`src/rtl/lfsr_stream_decryptor.sv`:
```
// -----------------------------------------------------------------------------
// lfsr_stream_decryptor
//
// Purpose
//   Receive end of the 7-bit LFSR stream cipher. Each message starts with a
//   known plaintext preamble of PRE_LEN bytes of PAD. Byte 0 gives the seed
//   directly. Bytes 1..PRE_LEN-1 are used to work out which of the nine
//   candidate tap patterns produced the stream. After that, every remaining
//   byte is decrypted with the candidate that was locked.
//
//   LFSR step:  next = {s[5:0], ^(s & tap)}
//   Byte k is encrypted with step^k(seed).
//
// Ports
//   Clk        in   1  clock, posedge
//   Reset_n    in   1  asynchronous active-low reset
//   Start      in   1  one-cycle pulse; abandon message, go to SEED
//   In_Valid   in   1  ciphertext byte valid
//   In_Ready   out  1  block accepts In_Data this cycle
//   In_Data    in   8  ciphertext byte (bit 7 ignored)
//   In_Last    in   1  final byte of message
//   Out_Valid  out  1  plaintext byte valid
//   Out_Ready  in   1  consumer accepts Out_Data
//   Out_Data   out  8  plaintext byte, bit 7 always 0
//   Out_Last   out  1  plaintext byte that came from the In_Last byte
//   Err        out  1  sticky: no candidate survived, or early In_Last
//
// Optional build macro LFSR_DEC_STATUS_EN adds:
//   Locked     out  1  high from DECRYPT entry until return to IDLE
//   Tap_Idx    out  4  locked candidate index 0..8
//   Seed       out  7  recovered seed
//
// State table
//   state     | meaning
//   S_IDLE    | waiting for Start, input not accepted
//   S_SEED    | waiting for byte 0, recovers seed
//   S_HUNT    | checking preamble bytes against all candidates
//   S_DECRYPT | decrypting payload with the locked candidate
// -----------------------------------------------------------------------------
module lfsr_stream_decryptor #(
  parameter int unsigned PRE_LEN = 8,
  parameter logic [7:0]  PAD     = 8'h20,
  parameter logic [62:0] TAPS    = {7'h60, 7'h48, 7'h78, 7'h72, 7'h6A,
                                    7'h69, 7'h5C, 7'h7E, 7'h7B}
) (
  input  logic       Clk,
  input  logic       Reset_n,
  input  logic       Start,
  input  logic       In_Valid,
  output logic       In_Ready,
  input  logic [7:0] In_Data,
  input  logic       In_Last,
  output logic       Out_Valid,
  input  logic       Out_Ready,
  output logic [7:0] Out_Data,
  output logic       Out_Last,
  output logic       Err
`ifdef LFSR_DEC_STATUS_EN
  ,
  output logic       Locked,
  output logic [3:0] Tap_Idx,
  output logic [6:0] Seed
`endif
);

  localparam int NCAND = 9;

  typedef enum logic [1:0] {
    S_IDLE    = 2'd0,
    S_SEED    = 2'd1,
    S_HUNT    = 2'd2,
    S_DECRYPT = 2'd3
  } state_t;

  function automatic logic [6:0] f_step(input logic [6:0] s, input logic [6:0] t);
    return {s[5:0], ^(s & t)};
  endfunction

  state_t           r_state;
  logic [6:0]       r_cand [NCAND];
  logic [NCAND-1:0] r_mask;
  logic [5:0]       r_count;
  logic [6:0]       r_lock_state;
  logic [3:0]       r_lock_idx;
  logic             r_out_valid;
  logic [7:0]       r_out_data;
  logic             r_out_last;
  logic             r_err;
  logic             r_last_seen;

  logic [6:0]       w_key;
  logic [6:0]       w_seed_step [NCAND];
  logic [6:0]       w_cand_step [NCAND];
  logic [NCAND-1:0] w_miss;
  logic [NCAND-1:0] w_mask_next;
  logic [3:0]       w_lock_idx;
  logic [6:0]       w_lock_state;
  logic [6:0]       w_run_tap;
  logic             w_in_xfer;
  logic             w_out_xfer;
  logic [5:0]       w_count_inc;
  logic             w_pre_done;
  logic             w_seed_now;
  logic             w_hunt_xfer;
  logic             w_lock_now;
  logic             w_fail_now;
  logic             w_done_now;
  logic             w_unused_msb;

  // The ciphertext MSB carries no key material.
  assign w_unused_msb = In_Data[7];

  // Expected LFSR state for the current byte if it is a preamble byte.
  assign w_key = In_Data[6:0] ^ PAD[6:0];

  for (genvar gi = 0; gi < NCAND; gi++) begin : g_cand
    // Candidate 0 is the leftmost (most significant) entry of TAPS.
    localparam logic [6:0] TAP = TAPS[(NCAND-1-gi)*7 +: 7];
    assign w_seed_step[gi] = f_step(w_key, TAP);
    assign w_cand_step[gi] = f_step(r_cand[gi], TAP);
    assign w_miss[gi]      = (r_cand[gi] != w_key);
  end

  assign w_mask_next = r_mask & ~w_miss;

  // Lowest surviving index wins; scanning downward leaves the lowest in place.
  always_comb begin
    w_lock_idx   = 4'd0;
    w_lock_state = 7'd0;
    for (int i = NCAND-1; i >= 0; i--) begin
      if (w_mask_next[i]) begin
        w_lock_idx   = 4'(i);
        w_lock_state = w_cand_step[i];
      end
    end
  end

  always_comb begin
    w_run_tap = 7'd0;
    for (int i = 0; i < NCAND; i++) begin
      if (r_lock_idx == 4'(i)) begin
        w_run_tap = TAPS[(NCAND-1-i)*7 +: 7];
      end
    end
  end

  // Once the In_Last byte is taken the message is closed, so input stays
  // blocked while that final plaintext byte waits to drain.
  always_comb begin
    case (r_state)
      S_SEED, S_HUNT: In_Ready = 1'b1;
      S_DECRYPT:      In_Ready = !r_last_seen && (!r_out_valid || Out_Ready);
      default:        In_Ready = 1'b0;
    endcase
  end

  assign w_in_xfer   = In_Valid & In_Ready;
  assign w_out_xfer  = r_out_valid & Out_Ready;
  assign w_count_inc = r_count + 6'd1;
  assign w_pre_done  = (w_count_inc == 6'(PRE_LEN));

  // Start overrides any transfer in the same cycle.
  assign w_seed_now  = !Start && (r_state == S_SEED) && w_in_xfer;
  assign w_hunt_xfer = !Start && (r_state == S_HUNT) && w_in_xfer;
  assign w_fail_now  = w_hunt_xfer && (In_Last || (w_pre_done && (w_mask_next == '0)));
  assign w_lock_now  = w_hunt_xfer && !In_Last && w_pre_done && (w_mask_next != '0);
  assign w_done_now  = !Start && (r_state == S_DECRYPT) && w_out_xfer && r_out_last;

  always_ff @(posedge Clk or negedge Reset_n) begin
    if (!Reset_n) begin
      r_state      <= S_IDLE;
      for (int i = 0; i < NCAND; i++) r_cand[i] <= 7'd0;
      r_mask       <= '1;
      r_count      <= 6'd0;
      r_lock_state <= 7'd0;
      r_lock_idx   <= 4'd0;
      r_out_valid  <= 1'b0;
      r_out_data   <= 8'd0;
      r_out_last   <= 1'b0;
      r_err        <= 1'b0;
      r_last_seen  <= 1'b0;
    end else if (Start) begin
      r_state     <= S_SEED;
      r_mask      <= '1;
      r_count     <= 6'd0;
      r_out_valid <= 1'b0;
      r_out_last  <= 1'b0;
      r_err       <= 1'b0;
      r_last_seen <= 1'b0;
    end else begin
      case (r_state)
        S_SEED: begin
          if (w_seed_now) begin
            r_cand  <= w_seed_step;
            r_mask  <= '1;
            r_count <= 6'd1;
            r_state <= S_HUNT;
          end
        end
        S_HUNT: begin
          if (w_hunt_xfer) begin
            r_cand  <= w_cand_step;
            r_mask  <= w_mask_next;
            r_count <= w_count_inc;
            if (w_fail_now) begin
              r_err   <= 1'b1;
              r_state <= S_IDLE;
            end else if (w_lock_now) begin
              r_lock_idx   <= w_lock_idx;
              r_lock_state <= w_lock_state;
              r_state      <= S_DECRYPT;
            end
          end
        end
        S_DECRYPT: begin
          if (w_out_xfer) begin
            r_out_valid <= 1'b0;
            r_out_last  <= 1'b0;
          end
          if (w_done_now) begin
            r_state     <= S_IDLE;
            r_last_seen <= 1'b0;
          end
          // A new byte may arrive in the same cycle the previous one drains.
          if (w_in_xfer) begin
            r_out_data   <= {1'b0, In_Data[6:0] ^ r_lock_state};
            r_out_valid  <= 1'b1;
            r_out_last   <= In_Last;
            r_last_seen  <= In_Last;
            r_lock_state <= f_step(r_lock_state, w_run_tap);
          end
        end
        default: ;
      endcase
    end
  end

  assign Out_Valid = r_out_valid;
  assign Out_Data  = r_out_data;
  assign Out_Last  = r_out_last;
  assign Err       = r_err;

`ifdef LFSR_DEC_STATUS_EN
  logic       r_locked;
  logic [6:0] r_seed;

  always_ff @(posedge Clk or negedge Reset_n) begin
    if (!Reset_n) begin
      r_locked <= 1'b0;
      r_seed   <= 7'd0;
    end else if (Start) begin
      r_locked <= 1'b0;
    end else begin
      if (w_seed_now) r_seed <= w_key;
      if (w_lock_now) r_locked <= 1'b1;
      if (w_done_now) r_locked <= 1'b0;
    end
  end

  assign Locked  = r_locked;
  assign Tap_Idx = r_lock_idx;
  assign Seed    = r_seed;
`endif

endmodule

```
`config.mk`:
```
export PLATFORM = sky130hd
export DESIGN_NAME = lfsr_stream_decryptor
export DESIGN_NICKNAME = d
export VERILOG_FILES = /design/src/rtl/lfsr_stream_decryptor.sv
export SDC_FILE = /design/constraint.sdc
export NUM_CORES = 1
export LEC_CHECK = 0
export CORE_MARGIN = 5
export CORE_UTILIZATION = 50
export CTS_CLUSTER_DIAMETER = 120
export DETAILED_ROUTE_END_ITERATION = 10
export PLACE_DENSITY_LB_ADDON = 0.25
export SYNTH_ARGS = -nofsm -noshare
export SYNTH_HDL_FRONTEND = slang
export SYNTH_SLANG_ARGS = --single-unit
```
`constraint.sdc`:
```
create_clock -name Clk -period 2.68 [get_ports Clk]
set_input_delay 0.536 -clock Clk [delete_from_list [all_inputs] [get_ports Clk]]
set_output_delay 0.536 -clock Clk [all_outputs]
set_load 0.02 [all_outputs]
```
Yosys cells after proc, flatten, opt, wreduce, memory -nomap -nowiden
Cells that the tools add are included.
Widths: inputs -> output; s select.
- bits in registers: 102
- input bits: 14
- output and inout bits: 12
- logic and storage cells: 186
- add/subtract/negate cells: 1
- equality and inequality tests: 30
- mux-type cells: 66
- bitwise logic cells: 9
- reduce and logical (&&, ||, !) cells: 61
- operator list (operator ; number):
    $mux 7 ; 22
    $reduce_xor 7->1 ; 19
    $mux 63 ; 2
    $pmux 63 s2 ; 1
    $ne 7x7->1 ; 9
    $mux 4 ; 9
    $mux 9 ; 3
    $mux 6 ; 3
    $pmux 9 s2 ; 1
    $eq 4x3->1 const B ; 4
    $mux 1 ; 15
    $pmux 7 s2 ; 1
    $logic_and 1x1->1 ; 13
    $mux 2 ; 6
    $pmux 6 s2 ; 1
    $reduce_bool 2->1 ; 6
    $ne 2x2->1 const B ; 5
    $reduce_and 5->1 ; 2
    $and 9x9->9 ; 1
    $logic_not 9->1 ; 1
    $ne 3x3->1 const B ; 3
    $not 9->9 ; 1
    $reduce_and 3->1 ; 3
    $reduce_bool 3->1 ; 3
    other kinds (23) ; 33

Longest topological paths before layout
Gate-level depths: netlist (run 1).
- depth in word-level cells: 17
- depth in mapped cells: 10
- gate-level depth less buffers: 8

Worst setup path before layout (run 1)
OpenSTA, ideal clock, no wires.
- path type: input-to-reg
- from: in In_Data[0]
- to: reg r_lock_state[2]
- library setup time: 0.128 ns
- data arrival time: 2.369 ns
- data required time: 2.552 ns
- path slack: 0.184 ns
- stages on the path: 9
- path buffers: 2
- cell sequence: buf_4 -> xnor2_1 -> nand4_1 -> or4_1 -> clkbuf_1 -> nand4_1 -> o31ai_4 -> nand2_1 -> mux2_1
- word-level cells in the longest chain between the ends: 16
- elaborated cells between the ends (all ways): 33
- those cells by class: eq/ne: 11; mux: 13; bitwise: 2; reduce/logical: 7
- ends and longest elaborated chain (element ; RTL line ; source):
    start: declaration ; 51 ; input logic [7:0] In_Data,
    $ne 7x7->1 ; 121 ; assign w_miss[gi] = (r_cand[gi] != w_key);
    $not 9->9 * ; 124 ; assign w_mask_next = r_mask & ~w_miss;
    $and 9x9->9 * ; 124 ;
    $mux 7 (9 in a row) ; 131 ; if (w_mask_next[i]) begin
    $mux 7 ; 208 ; end else if (w_lock_now) begin
    $mux 7 ; 205 ; if (w_fail_now) begin
    $mux 7 ; 201 ; if (w_hunt_xfer) begin
    $pmux 7 s2 ; 191 ; case (r_state)
    end signal: assignment ; 210 ; r_lock_state <= w_lock_state;
    end signal: assignment ; 230 ; r_lock_state <= f_step(r_lock_state, w_run_tap);
    end: declaration ; 83 ; logic [6:0] r_lock_state;
Every way passes the cells marked *; elsewhere a longest branch is shown, timed or not. The select of a mux whose other input is x is not followed.
A chain may end at the register's enable or synchronous reset.

Worst setup path after layout (run 1)
- from: in In_Data[5]
- to: reg r_lock_state[2]
- word-level cells in the longest chain between the ends: 17
- elaborated cells between the ends (all ways): 34
- those cells by class: eq/ne: 11; mux: 13; bitwise: 3; reduce/logical: 7
- ends and longest elaborated chain (element ; RTL line):
    $not 1->1 (no source line) * ; --
    $ne 7x7->1 ; 121
    $not 9->9 * ; 124
    $and 9x9->9 * ; 124
    $mux 7 (9 in a row) ; 131
    $mux 7 ; 208
    $mux 7 ; 205
    $mux 7 ; 201
    $pmux 7 s2 ; 191
Marks and branches as above.

==> impl_metrics.env, run 1 <==
export IMPL_clock_tree_htree_level_count=3
export IMPL_nets_finish=942
export IMPL_timing_reg2reg_setup_slack_ns=0.18
export IMPL_cts_path_max_buffers=2
export IMPL_finalWeightedCongestion=0.989
export IMPL_final_layout_size_suffix_gt1_frac=0.250
export IMPL_grt_max_degree=50
export IMPL_die_area_um2=16200
export IMPL_synth_warnings=0
export IMPL_worst_ep_required_time_ns=2.93
export IMPL_min_path_type="input pin to async pin"
export IMPL_maxSlewViolCount=0
export IMPL_run_status="finished clean"
export IMPL_leak_nw=3.82
export IMPL_synth_top_area_frac=0.339
export IMPL_timing_hold_ws_ns=0.169
export IMPL_setup_tns_final_ns=0
export IMPL_timing_rr_start="r_state[1]"
export IMPL_grt_setup_unrepaired="no"
export IMPL_postSynth_topFlopCell="sky130_fd_sc_hd__dfrtp_1"
export IMPL_antennaDiodeCount=0
export IMPL_achievable_frequency_mhz=390
export IMPL_vdd_ir_drop_max_mv=0.476
export IMPL_cell_area_synth_um2=6860
export IMPL_clk_root_buffer_cell="sky130_fd_sc_hd__clkbuf_16"
export IMPL_setup_viol=0
export IMPL_antenna_left=0
export IMPL_path_depth_of_the_worst_reg2reg_path=7
export IMPL_post_route_period_util=0.957
export IMPL_ioPinCount=26
export IMPL_detail_route_first_pass_iterations=5
export IMPL_tritoncts="done"
export IMPL_numClockSinks=102
export IMPL_initial_antenna_violation_count=0
export IMPL_dp_hpwl_um=15100
export IMPL_via_count_of_the_first_global_routing_pass=6286
export IMPL_ys_seq_elements=102
export IMPL_final_setup_skew_ns=0.00921
export IMPL_final_hold_viol_count=0
export IMPL_final_util=0.669
export IMPL_die_width_um=127
export IMPL_synth_largest_area_cell="sky130_fd_sc_hd__dfrtp_1"
export IMPL_globalRouteTotalUtil=0.266
export IMPL_multiInputGateArea_um2=4100
export IMPL_cts_inserted_buffers=9
export IMPL_synth_yosys_seq_area_share=0.374
export IMPL_die_height_um=127
export IMPL_layout_common_cells="sky130_fd_sc_hd__buf_4, sky130_fd_sc_hd__dfrtp_1, sky130_fd_sc_hd__a21oi_1"
export IMPL_initialDrtViolationCount=661
export IMPL_via_per_inst=5.99
export IMPL_timing_max_slew_rel_slack=0.154
export IMPL_cts_hold_buf=0
export IMPL_clk_pin_slew_ns=0.08
export IMPL_synthCells=800
export IMPL_ys_types=73
export IMPL_layout_commonest_cell="sky130_fd_sc_hd__buf_4"
export IMPL_critical_path_arrival_ns=2.82
export IMPL_initial_core_util=0.514
export IMPL_grt_pass1_wl_um=34000
export IMPL_ys_top_cells_by_area="sky130_fd_sc_hd__dfrtp_1, sky130_fd_sc_hd__xnor2_1, sky130_fd_sc_hd__a21oi_1, sky130_fd_sc_hd__o21ai_0, sky130_fd_sc_hd__nand2_1"
export IMPL_worstSetupStartpointType="input pin"
export IMPL_ratio_of_total_power_to_cell_area_nw_per_um2=971
export IMPL_setup_worst_path_class="input pin to flop"
export IMPL_worstSetupStartpoint="In_Data[5]"
export IMPL_mappedNetlistNets=819
export IMPL_number_of_enable_type_register_cells_in_the_synthesized_netlist=0
export IMPL_reg2reg_to="r_state[0]"
export IMPL_place_port_buffers=23
export IMPL_vias=6616
export IMPL_grt_util_met1=0.370
export IMPL_finalCriticalPeriod_ns=2.56
export IMPL_clock_latency_ns=0.36
export IMPL_final_fill_count=1037
export IMPL_num_rows=42
export IMPL_globalRoute_totalOverflow=0
export IMPL_dp_worst_setup_slack_ns=-0.558
export IMPL_synthArstFlopShare=1.00
export IMPL_synthesis_area_per_instance_um2=8.57
export IMPL_total_power_mw=8.67
export IMPL_core_region_area_um2=13300
export IMPL_flow_area_growth_from_synthesis_pct=30.3
export IMPL_gr_max_usage_layer="met2"
export IMPL_ff_latch_area_um2=2560
export IMPL_critical_path_peak_fanout=6
export IMPL_maxCapViolations=0
export IMPL_critPathCapture="r_lock_state[2]"
export IMPL_timing_critical_path_to_type="flop"
export IMPL_wl_per_cell_um=20.0
export IMPL_worst_pin_slew_ns=1.26
export IMPL_grt_use_met2=0.422
export IMPL_detail_route_wirelength_um=22100
export IMPL_globalRouteMet3Util=0.0359
export IMPL_drc_errors=0
export IMPL_worst_slack_ns=0.115
==> kinds of logic after synthesis <==
kind of cell,count (synthesis),share of synthesized area
muxes,8,0.0124
other,1,0.000547
xor gates and xnor gates,113,0.149
AOI/OAI and AO/OA,241,0.212
adders and majority gates,6,0.0106
buffers and inverters,87,0.0630
and+or+nand+nor,242,0.179
DFF,102,0.374
==> worst min-delay path by stage <==
| stage | start | end | slack [ns] | cells past startpoint |
|---|---|---|---|---|
| 2_1_floorplan | Reset_n | Err | 0.24 | 0 |
| 3_3_place_gp | r_count[5] | r_count[5] | 0.47 | 1 |
| 3_5_place_dp | r_count[5] | r_count[5] | 0.49 | 1 |
| 4_1_cts | Reset_n | r_cand[1] | 0.18 | 1 |
| 5_1_grt | Reset_n | r_count[1] | 0.21 | 1 |
| 6_report | Reset_n | r_count[3] | 0.17 | 1 |
==> state kept, by name (all words and copies together) (netlist names) <==
register / flops
Err: 1
r_cand: 63
r_lock_state: 7
r_count: 6
r_last_seen: 1
r_lock_idx: 4
Out_Last: 1
r_state: 2
Out_Data: 7
Out_Valid: 1
r_mask: 9
==> critical path, cell delays in order <==
cell	delay [ns]
sky130_fd_sc_hd__dlymetal6s2s_1	0.24
sky130_fd_sc_hd__buf_12	0.18
sky130_fd_sc_hd__buf_12	0.12
sky130_fd_sc_hd__xor2_2	0.14
sky130_fd_sc_hd__nand4_1	0.27
sky130_fd_sc_hd__or2_4	0.37
sky130_fd_sc_hd__buf_4	0.15
sky130_fd_sc_hd__a31o_1	0.24
sky130_fd_sc_hd__o21ai_1	0.18
sky130_fd_sc_hd__a32oi_2	0.12
sky130_fd_sc_hd__mux2_4	0.27
==> synthesized netlist by cell type (all sizes together), types with 3 or more instances <==
cell type	number
ha	5
inv	25
dfrtp	93
or3	5
o21ai	73
a311oi	4
nor2b	8
nand3b	4
or4	3
nand4	22
nand3	17
nand2	87
o22a	9
a21oi	89
or2	7
mux2i	4
nor4	6
o22ai	6
o31a	3
and2	3
buf	27
a31oi	8
a2111oi	4
clkbuf	35
dfstp	9
xnor2	87
nand2b	3
a21o	4
nor2	45
xor2	24
nor3	23
mux2	4
a211oi	17
o31ai	9
o41ai	3
==> final cells by class <==
class | instances | share of cell area
clock inverters | 6 | 0.00574
well taps | 176 | 0.0246
multi-input cells | 611 | 0.459
flip-flops and latches | 102 | 0.287
clock buffers | 10 | 0.0267
repair buffers | 174 | 0.187
inverters | 25 | 0.0105
==> report_power, final <==
part | internal [mW] | switching, mW | leakage [nW]
Clock | 0.670 | 0.644 | 0.140
Combinational | 2.15 | 2.27 | 2.44
Sequential | 2.13 | 0.807 | 1.24
==> repair_timing <==
item | in CTS | in global routing
endpoints found under the setup margin | 9 | 13
gates cloned | 0 | 5
setup buffers | 3 | 15
resized for setup | 24 | 38
pin swaps | 11 | 19
==> per-layer routing <==
metal,share of wire,wire [um],up-vias
li1,-,-,3066
met3,0.079,1750,71
met1,0.43,9440,3162
met4,0.044,974,0
met2,0.45,9960,317
met5,0,0,-
==> through the flow <==
| step | instance area, um^2 | instances |
|---|---|---|
| finish | 8930 | 1104 |
| CTS | 8550 | 1084 |
| floorplan | 6860 | 800 |
| detailed placement | 8120 | 1065 |
| global placement | 8120 | 1065 |
| global route | 8930 | 1104 |
Note: power is estimated with default switching activity, not from simulation.
==> run 2, diff against run 1 <==
CAP_MARGIN = 30   (was not set)
SLEW_MARGIN = 10   (was not set)
==> impl_metrics.env, run 2 (same netlist as run 1, synthesis figures left out) <==
export IMPL_grt_setup_unrepaired="no"
export IMPL_crit_chain="dlymetal6s2s_1 -> buf_12 -> xnor2_1 -> nand4_1 -> buf_4 -> buf_4 -> nor4_2 -> buf_4 -> nor2_1 -> a211oi_2 -> a211oi_2 -> buf_4 -> o31ai_1"
export IMPL_final_setup_skew_ns=0.0121
export IMPL_critical_path_peak_fanout=5
export IMPL_wl_per_cell_um=20.2
export IMPL_layout_common_cells="sky130_fd_sc_hd__buf_4, sky130_fd_sc_hd__dfrtp_1, sky130_fd_sc_hd__a21oi_1"
export IMPL_finalWeightedCongestion=0.989
export IMPL_initialDrtViolationCount=721
export IMPL_die_height_um=127
export IMPL_drc_errors=0
export IMPL_min_path_type="input pin to async pin"
export IMPL_dpl_cell_area_um2=8140
export IMPL_layout_commonest_cell="sky130_fd_sc_hd__buf_4"
export IMPL_core_region_area_um2=13300
export IMPL_worst_ep_required_time_ns=2.96
export IMPL_critical_path_arrival_ns=2.84
export IMPL_clk_pin_slew_ns=0.08
export IMPL_cts_hold_buf=0
export IMPL_maxCapViolations=0
export IMPL_final_hold_viol_count=0
export IMPL_dp_hpwl_um=15200
export IMPL_top_register="r_cand"
export IMPL_finalCriticalPeriod_ns=2.57
export IMPL_final_fill_count=1019
export IMPL_critical_path_slowest_cell="sky130_fd_sc_hd__nor4_2"
export IMPL_timing_max_slew_rel_slack=0.626
export IMPL_antennaDiodeCount=0
export IMPL_timing_hold_ws_ns=0.162
export IMPL_initial_core_util=0.514
export IMPL_globalRouteTotalUtil=0.266
export IMPL_vias=6672
export IMPL_clock_tree_htree_level_count=3
export IMPL_worst_pin_slew_ns=0.560
export IMPL_final_util=0.675
export IMPL_detail_route_wirelength_um=22400
export IMPL_fin_area_um2=9010
export IMPL_grt_pass1_wl_um=34200
export IMPL_post_route_period_util=0.958
export IMPL_timing_critical_path_to_type="flop"
export IMPL_num_rows=42
export IMPL_setup_viol=0
export IMPL_flow_area_growth_from_synthesis_pct=31.5
export IMPL_nets_finish=946
export IMPL_critical_path_top_delay_family="buffers and inverters"
export IMPL_biggestRegsByFlops="r_cand (63), r_mask (9)"
export IMPL_cts_inserted_buffers=9
export IMPL_crit_buf_inv=6
export IMPL_antenna_left=0
export IMPL_detail_route_first_pass_iterations=5
export IMPL_initial_antenna_violation_count=0
export IMPL_cts_path_max_buffers=2
export IMPL_final_layout_size_suffix_gt1_frac=0.255
export IMPL_globalRoute_totalOverflow=0
export IMPL_vdd_ir_drop_max_mv=0.541
export IMPL_critPathMaxStageDelay_ns=0.25
export IMPL_maxSlewViolCount=0
export IMPL_place_port_buffers=23
export IMPL_die_width_um=127
export IMPL_worstSetupStartpointType="input pin"
export IMPL_dpl_cell_count=1068
export IMPL_via_per_inst=6.02
export IMPL_stdcell_count=1108
export IMPL_cpMostUsedCell="sky130_fd_sc_hd__buf_4"
export IMPL_timing_reg2reg_setup_slack_ns=0.18
export IMPL_largest_register_ff_count=63
export IMPL_grt_max_degree=50
export IMPL_ioPinCount=26
export IMPL_setup_worst_path_class="input pin to flop"
export IMPL_tritoncts="done"
export IMPL_ratio_of_total_power_to_cell_area_nw_per_um2=970
export IMPL_leak_nw=3.87
export IMPL_achievable_frequency_mhz=389
export IMPL_clock_latency_ns=0.37
export IMPL_numClockSinks=102
export IMPL_die_area_um2=16200
export IMPL_clk_root_buffer_cell="sky130_fd_sc_hd__clkbuf_16"
export IMPL_run_status="finished clean"
export IMPL_via_count_of_the_first_global_routing_pass=6378
==> run 2: changes by cell type in the layout (fill, tap and decap cells not counted), moves of 2 or more <==
cell and delta:
sky130_fd_sc_hd__buf_6 +2, sky130_fd_sc_hd__nor2_1 -2, sky130_fd_sc_hd__nor2_2 +3, sky130_fd_sc_hd__nor3_2 -2
sky130_fd_sc_hd__nor3_4 +2, sky130_fd_sc_hd__xnor2_1 -2, sky130_fd_sc_hd__xnor2_2 +2, sky130_fd_sc_hd__xor2_1 +3
sky130_fd_sc_hd__xor2_2 -3
==> run 2: worst reg2reg max path, delay by kind of cell, from the launching register on <==
kind | cells | cell delay (ns)
adders and majority gates | 1 | 0.30
and+or+nand+nor | 2 | 1.12
buffers and inverters | 2 | 0.36
AOI/OAI and AO/OA | 2 | 0.19
DFF | 1 | 0.41
==> run 2: metal layers <==
layer  GRT usage  vias up  wire length [um]
li1            -     3086                 -
met1       0.368     3169              9370
met2       0.429      334             10300
met3      0.0426       83              1760
met4      0.0909        0               965
met5           0        -                 0
==> run 2: layout make-up <==
type | instances | area [um^2] | share of cell area
well taps | 176 | 220 | 0.0244
inverters | 25 | 93.8 | 0.0104
multi-input cells | 611 | 4130 | 0.458
clock inverters | 6 | 51.3 | 0.00569
repair buffers | 178 | 1720 | 0.190
flip-flops and latches | 102 | 2560 | 0.284
clock buffers | 10 | 239 | 0.0265
==> run 2: what timing repair did <==
| item | in CTS | in global routing |
|---|---|---|
| hold endpoints to repair | 0 | 0 |
| gates resized for setup | 23 | 46 |
| setup buffers | 3 | 16 |
| pin swaps | 9 | 31 |
| gates cloned | 0 | 5 |
| endpoints found under the setup margin | 9 | 13 |
==> run 2: per-stage QoR <==
step / setup TNS [ns] / total power, mW / setup WS, ns
after floorplan: 0 / 5.42 / 0.184
after global placement: -4.68 / 6.93 / -0.516
after detailed placement: -5.16 / 7.08 / -0.545
after CTS: -0.00986 / 8.48 / -0.00986
after global routing: 0 / 9.29 / 0.0195
final: 0 / 8.74 / 0.112
==> run 2: worst paths after layout <==
kind                            start         endpoint  cells past startpoint
setup / recovery           In_Data[0]  r_lock_state[6]                     13
hold reg to reg            r_count[5]       r_count[5]                      1
min in group Clk           r_count[5]       r_count[5]                      1
max in group asynchronous     Reset_n        r_mask[5]                      2
hold / removal                Reset_n       r_count[2]                      1
setup reg to reg           r_state[1]       r_state[0]                      7
==> run 2: report_power, final <==
| part | switching, mW | internal [mW] |
|---|---|---|
| clock network | 0.640 | 0.669 |
| registers | 0.812 | 2.13 |
| logic | 2.31 | 2.18 |
